### src/rtl/serial_frame_rx_if.sv
// rtl/serial_frame_rx_if.sv - serial_frame_rx serial input, word handshake and status bundle
// Purpose: groups the serial link, the word output handshake and the status pulses of serial_frame_rx.
// Signals:
//   si, si_en         serial data (idle 1) and bit strobe, driven by the link side
//   po, po_valid      received word and its valid flag, driven by the receiver
//   po_ready          consumer accept, driven by the consumer
//   parity_err        1-cycle pulse, frame with bad parity dropped
//   frame_err         1-cycle pulse, stop bit sampled 0, frame dropped
//   overrun           1-cycle pulse, good frame dropped because holding register full
//   busy              receiver is inside a frame
// Modports: slave = receiver, master = link driver / consumer.
interface serial_frame_rx_if #(
  parameter int WIDTH = 5
);
  logic             si;
  logic             si_en;
  logic [WIDTH-1:0] po;
  logic             po_valid;
  logic             po_ready;
  logic             parity_err;
  logic             frame_err;
  logic             overrun;
  logic             busy;

  modport slave (
    input  si, si_en, po_ready,
    output po, po_valid, parity_err, frame_err, overrun, busy
  );

  modport master (
    output si, si_en, po_ready,
    input  po, po_valid, parity_err, frame_err, overrun, busy
  );
endinterface

### src/rtl/serial_frame_rx.sv
// rtl/serial_frame_rx.sv - framed serial receiver with single-entry word holding register
// Purpose: deserializes start(0) / WIDTH data / even parity / stop(1) frames into WIDTH-bit words.
// Ports:
//   clk   rising-edge clock
//   rst   synchronous active-high reset
//   bus   serial_frame_rx_if.slave: si/si_en in, po/po_valid/po_ready word handshake,
//         parity_err/frame_err/overrun pulses, busy
// Parameters: WIDTH data bits per frame (>=2); MSB_FIRST 1 = first data bit lands in po[WIDTH-1].
module serial_frame_rx #(
  parameter int WIDTH     = 5,
  parameter bit MSB_FIRST = 1
) (
  input logic                 clk,
  input logic                 rst,
  serial_frame_rx_if.slave    bus
);
  localparam int CW = (WIDTH > 2) ? $clog2(WIDTH) : 1;
  localparam logic [CW-1:0] CNT_LAST = CW'(WIDTH - 1);

  localparam logic [1:0] ST_IDLE   = 2'd0;
  localparam logic [1:0] ST_DATA   = 2'd1;
  localparam logic [1:0] ST_PARITY = 2'd2;
  localparam logic [1:0] ST_STOP   = 2'd3;

  logic [1:0]       state;
  logic [CW-1:0]    cnt;
  logic [WIDTH-1:0] sh;
  logic [WIDTH-1:0] sh_next;
  logic             par_ok;
  logic [WIDTH-1:0] po_q;
  logic             po_valid_q;
  logic             parity_err_q;
  logic             frame_err_q;
  logic             overrun_q;

  always_comb begin
    sh_next = sh;
    if (MSB_FIRST) sh_next = {sh[WIDTH-2:0], bus.si};
    else           sh_next = {bus.si, sh[WIDTH-1:1]};
  end

  always_ff @(posedge clk) begin
    if (rst) begin
      state        <= ST_IDLE;
      cnt          <= '0;
      sh           <= '0;
      par_ok       <= 1'b0;
      po_q         <= '0;
      po_valid_q   <= 1'b0;
      parity_err_q <= 1'b0;
      frame_err_q  <= 1'b0;
      overrun_q    <= 1'b0;
    end else begin
      parity_err_q <= 1'b0;
      frame_err_q  <= 1'b0;
      overrun_q    <= 1'b0;

      // Consumer take; a commit further down in the same cycle overrides this.
      if (po_valid_q && bus.po_ready) po_valid_q <= 1'b0;

      if (bus.si_en) begin
        case (state)
          ST_IDLE: begin
            if (!bus.si) begin
              state <= ST_DATA;
              cnt   <= '0;
            end
          end
          ST_DATA: begin
            sh  <= sh_next;
            cnt <= cnt + 1'b1;
            if (cnt == CNT_LAST) state <= ST_PARITY;
          end
          ST_PARITY: begin
            // Even parity: data ones plus parity bit must be even.
            par_ok <= ~((^sh) ^ bus.si);
            state  <= ST_STOP;
          end
          default: begin
            state <= ST_IDLE;
            if (!bus.si) begin
              frame_err_q <= 1'b1;
            end else if (!par_ok) begin
              parity_err_q <= 1'b1;
            end else if (!po_valid_q || bus.po_ready) begin
              // Register empty or being drained this cycle: load without a bubble.
              po_q       <= sh;
              po_valid_q <= 1'b1;
            end else begin
              overrun_q <= 1'b1;
            end
          end
        endcase
      end
    end
  end

  assign bus.po         = po_q;
  assign bus.po_valid   = po_valid_q;
  assign bus.parity_err = parity_err_q;
  assign bus.frame_err  = frame_err_q;
  assign bus.overrun    = overrun_q;
  assign bus.busy       = (state != ST_IDLE);
endmodule

### src/flat_wrapper.sv
// flat-port wrapper written by rule: the top's interface ports become plain ports
module serial_frame_rx_flat 
#(
  parameter int WIDTH     = 5,
  parameter bit MSB_FIRST = 1
)
  (clk, rst, bus_si, bus_si_en, bus_po_ready, bus_po, bus_po_valid, bus_parity_err, bus_frame_err, bus_overrun, bus_busy);
  serial_frame_rx_if #(.WIDTH(WIDTH)) bus_i ();
  input logic clk;
  input logic rst;
  input wire logic [$bits(bus_i.si)-1:0] bus_si;
  input wire logic [$bits(bus_i.si_en)-1:0] bus_si_en;
  input wire logic [$bits(bus_i.po_ready)-1:0] bus_po_ready;
  output wire logic [$bits(bus_i.po)-1:0] bus_po;
  output wire logic [$bits(bus_i.po_valid)-1:0] bus_po_valid;
  output wire logic [$bits(bus_i.parity_err)-1:0] bus_parity_err;
  output wire logic [$bits(bus_i.frame_err)-1:0] bus_frame_err;
  output wire logic [$bits(bus_i.overrun)-1:0] bus_overrun;
  output wire logic [$bits(bus_i.busy)-1:0] bus_busy;
  assign bus_i.si = bus_si;
  assign bus_i.si_en = bus_si_en;
  assign bus_i.po_ready = bus_po_ready;
  assign bus_po = bus_i.po;
  assign bus_po_valid = bus_i.po_valid;
  assign bus_parity_err = bus_i.parity_err;
  assign bus_frame_err = bus_i.frame_err;
  assign bus_overrun = bus_i.overrun;
  assign bus_busy = bus_i.busy;
  serial_frame_rx #(.WIDTH(WIDTH), .MSB_FIRST(MSB_FIRST)) u_core (.clk(clk), .rst(rst), .bus(bus_i));
endmodule
### config.mk
export PLATFORM = sky130hd
export DESIGN_NAME = serial_frame_rx_flat
export DESIGN_NICKNAME = d
export VERILOG_FILES = /design/src/rtl/serial_frame_rx_if.sv /design/src/rtl/serial_frame_rx.sv /design/src/flat_wrapper.sv
export SDC_FILE = /design/constraint.sdc
export NUM_CORES = 1
export LEC_CHECK = 0
export ABC_AREA = 1
export CORE_UTILIZATION = 45
export CTS_CLUSTER_SIZE = 24
export DETAILED_ROUTE_END_ITERATION = 12
export PLACE_DENSITY = 0.67
export SLEW_MARGIN = 5
export SYNTH_ARGS = -nofsm -noshare
export SYNTH_HDL_FRONTEND = slang
export SYNTH_SLANG_ARGS = --single-unit
### constraint.sdc
create_clock -name clk -period 2.2 [get_ports clk]
set_clock_uncertainty 0.1 [all_clocks]
set_input_delay 0.22 -clock clk [delete_from_list [all_inputs] [get_ports clk]]
set_output_delay 0.22 -clock clk [all_outputs]
set_load 0.005 [all_outputs]
==> results by group <==
Clocking
  – Clk slew on worst S/H paths: 0.11 ns
  – H-tree depth: 1
  – Max clock buf depth: 2
  – Clock Sinks: 20
  – Total CTS buffers: 3
  – Skew-Pair Late Insertion Delay: roughly 0.30 ns
  – Root Driver: clkbuf_4
  – Post-CTS Repair Setup Buffers: 0
  – Hold buffers post-CTS: 0
  – Post-cts repair resize count: 0
  – TritonCTS clock tree: yes

Timing
  – Relative slew slack: 70.46%
  – RSZ-0062 raised after global routing: false
  – Final hold violations: 0
  – Max Slew Vio Count: 0
  – Min Tclk post-route: 1.921 ns
  – Worst Tran Pin Value: 0.4427 ns
  – Setup TNS: 0 ns
  – Top achievable clock speed: ~520 MHz
  – WHS: 0.3726 ns
  – Final worst setup slack: 0.2792 ns
  – Endpoints failing setup: 0
  – Period utilization: 87.31%

Pwr
  – Total power: 756.7 uW
  – Flop pwr share: 52.4%
  – Switching share of power: 28.46%
  – VDD IR max: about 0.34 mV
  – PwrDens: 653.8 nW/um^2
  – Comb pwr share: 19.9%
  – Internal power: 541.3 uW
  – Clk network pwr share: about 28%
  – Psw: 215.3 uW
  – Pleak: 0.4930 nW

Routing
  – Initial DRC Count: 19
  – DR pass1 iterations: 4
  – DRT antenna net count: 0
  – Total Wirelength: roughly 1900 um
  – Routed vias/inst: 5.035
  – Avg WL per Cell: about 11 um
  – Via count: 871
  – DRC Markers: 0

Setup path
  – Critical Path AT: ~1.6 ns
  – CP max-delay cell: clkdlybuf4s50_1
  – CP Cell Sequence: inv_1 -> ha_1 -> inv_1 -> clkdlybuf4s50_1
  – Most frequent CP cell: inv_1
  – CP endpoint kind: output pin
  – CP Class: flop to output pin
  – CP max FO: 4
  – Req. time, crit path: 1.88 ns
  – Startpoint class of the critical path: flop
  – Max incr delay on CP: 0.49 ns

Global routing
  – Largest net degree at the start of global routing: 17
  – GRT Total Usage: a little under a fifth
  – Vias in the first global route: 682
  – Grt ovf: 0
  – Initial antenna violation count: 0
  – First-pass GRT wire length: 2946 um

Synthesis
  – Syn nets: 140
  – Post-synthesis cell count: 129
  – Post-synthesis sequential area ratio: 42.11%
  – Syn Area/Cell: 7.371 um^2
  – Synth Cell Area: 950.9 um^2
  – #FFs+latches synth: 20
  – Post-synth cell types: 19
  – Synth warn: 0

Final layout
  – Layout area overhead: 21.71%
  – Layout cells sized above 1: roughly 7%
  – # fillers: 191
  – FF/Latch Area: 400.4 um^2
  – Most frequent cells in the layout: nand2_1, dfxtp_1, inv_1, a21oi_1, clkdlybuf4s50_1
  – Post-layout util: 58.40%
  – Layout Nets: 158
  – Most common cell after layout, fill and taps aside: nand2_1
  – Area taken by multi-input logic gates: 471.7 um^2
  – # diodes: 0

Min path
  – Hold crit path type: flop to flop

Placement
  – Port bufs: 14
  – HPWL Detailed: 1463 um
  – Place WS: 0.4246 ns
  – GP Congestion: 0.8099

Job
  – Max cap viols: 0

Die
  – Die X: 47.97 um
  – Ports: 15
  – Initial core utilization: 47.98%
  – Die Ht: 47.97 um
  – Core area: 1982 um^2
  – Core Rows: 16
  – Total die area: about 2300 um^2

Status
  – Outcome: finished, final reports clean
[critical path, delay by kind of cell (launching register included)]
kind	cells	cell delay (ns)
buffers and inverters	3	0.65
adder cells (fa/ha/maj)	1	0.25
flip-flops	1	0.40
[routing by layer]
metal	GRT usage, %	vias to the layer above	routed length [um]	share of wire (%)
met2	29.46	18	842	45
met4	5.000	0	22	1.2
li1	-	458	-	-
met1	25.40	391	944	50
met5	0	-	0	0
met3	4.528	4	72	3.8
[final cells by class]
cell class	count	share of cell area (%)
multi-input combinational	88	40.76
tap	27	2.919
timing repair buffer	14	12.11
clock buffer	4	3.135
inverter	20	6.486
sequential	20	34.59
[cell usage after synthesis]
master / number / area (um^2)
xnor2_1: 1 / 8.760
nor2_1: 5 / 18.77
o21ai_1: 6 / 30.03
a21oi_2: 1 / 8.760
nand3_1: 7 / 35.03
nor2_4: 1 / 11.26
nand4_1: 1 / 6.260
clkbuf_1: 1 / 3.750
nand2_1: 27 / 101.4
dfxtp_1: 20 / 400.4
inv_1: 18 / 67.56
a21oi_1: 17 / 85.08
nand4_2: 1 / 12.51
nor3_1: 5 / 25.02
nor2_2: 1 / 6.260
o21ai_0: 8 / 40.04
o21a_1: 1 / 7.510
ha_1: 6 / 75.07
inv_2: 2 / 7.510
[path summary, 6_finish.rpt]
check	start	end	slack, ns	cells past startpoint
worst max-delay path	u_core.state[0]$_SDFFE_PP0P_	bus_busy	0.28	4
worst min-delay path	u_core.par_ok$_SDFFE_PP0P_	u_core.bus.parity_err$_SDFF_PP0_	0.37	1
worst max register to register	u_core.state[0]$_SDFFE_PP0P_	u_core.cnt[0]$_SDFFE_PP0P_	0.65	6
worst min register to register	u_core.par_ok$_SDFFE_PP0P_	u_core.bus.parity_err$_SDFF_PP0_	0.37	1
[power groups by stage]
stage / sequential [mW] / combinational [mW] / clock [mW]
2_1_floorplan: 0.402 / 0.105 / 0
3_3_place_gp: 0.405 / 0.147 / 0
4_1_cts: 0.397 / 0.152 / 0.218
6_report: 0.397 / 0.150 / 0.210
5_1_grt: 0.400 / 0.174 / 0.235
3_5_place_dp: 0.405 / 0.151 / 0
[sequential cells by signal, summed over array words and instances (netlist names)]
signal,cells
u_core.bus.frame_err,1
u_core.bus.overrun,1
u_core.bus.parity_err,1
u_core.bus.po,5
u_core.bus.po_valid,1
u_core.cnt,3
u_core.par_ok,1
u_core.sh,5
u_core.state,2
[cell families after synthesis]
kind of cell               synth area share (%)
AOI/OAI and AO/OA                         18.03
xor gates and xnor gates                 0.9212
adders and majority gates                 7.895
buffers and inverters                     8.289
DFF                                       42.10
and+or+nand+nor                           22.76
[metrics by stage]
step / cell area [um^2] / cells
4_1_cts: 1157 / 173
6_report: 1157 / 173
2_1_floorplan: 950.9 / 129
3_3_place_gp: 1121 / 169
3_5_place_dp: 1121 / 169
5_1_grt: 1157 / 173
(Power assumes the default switching activity.)
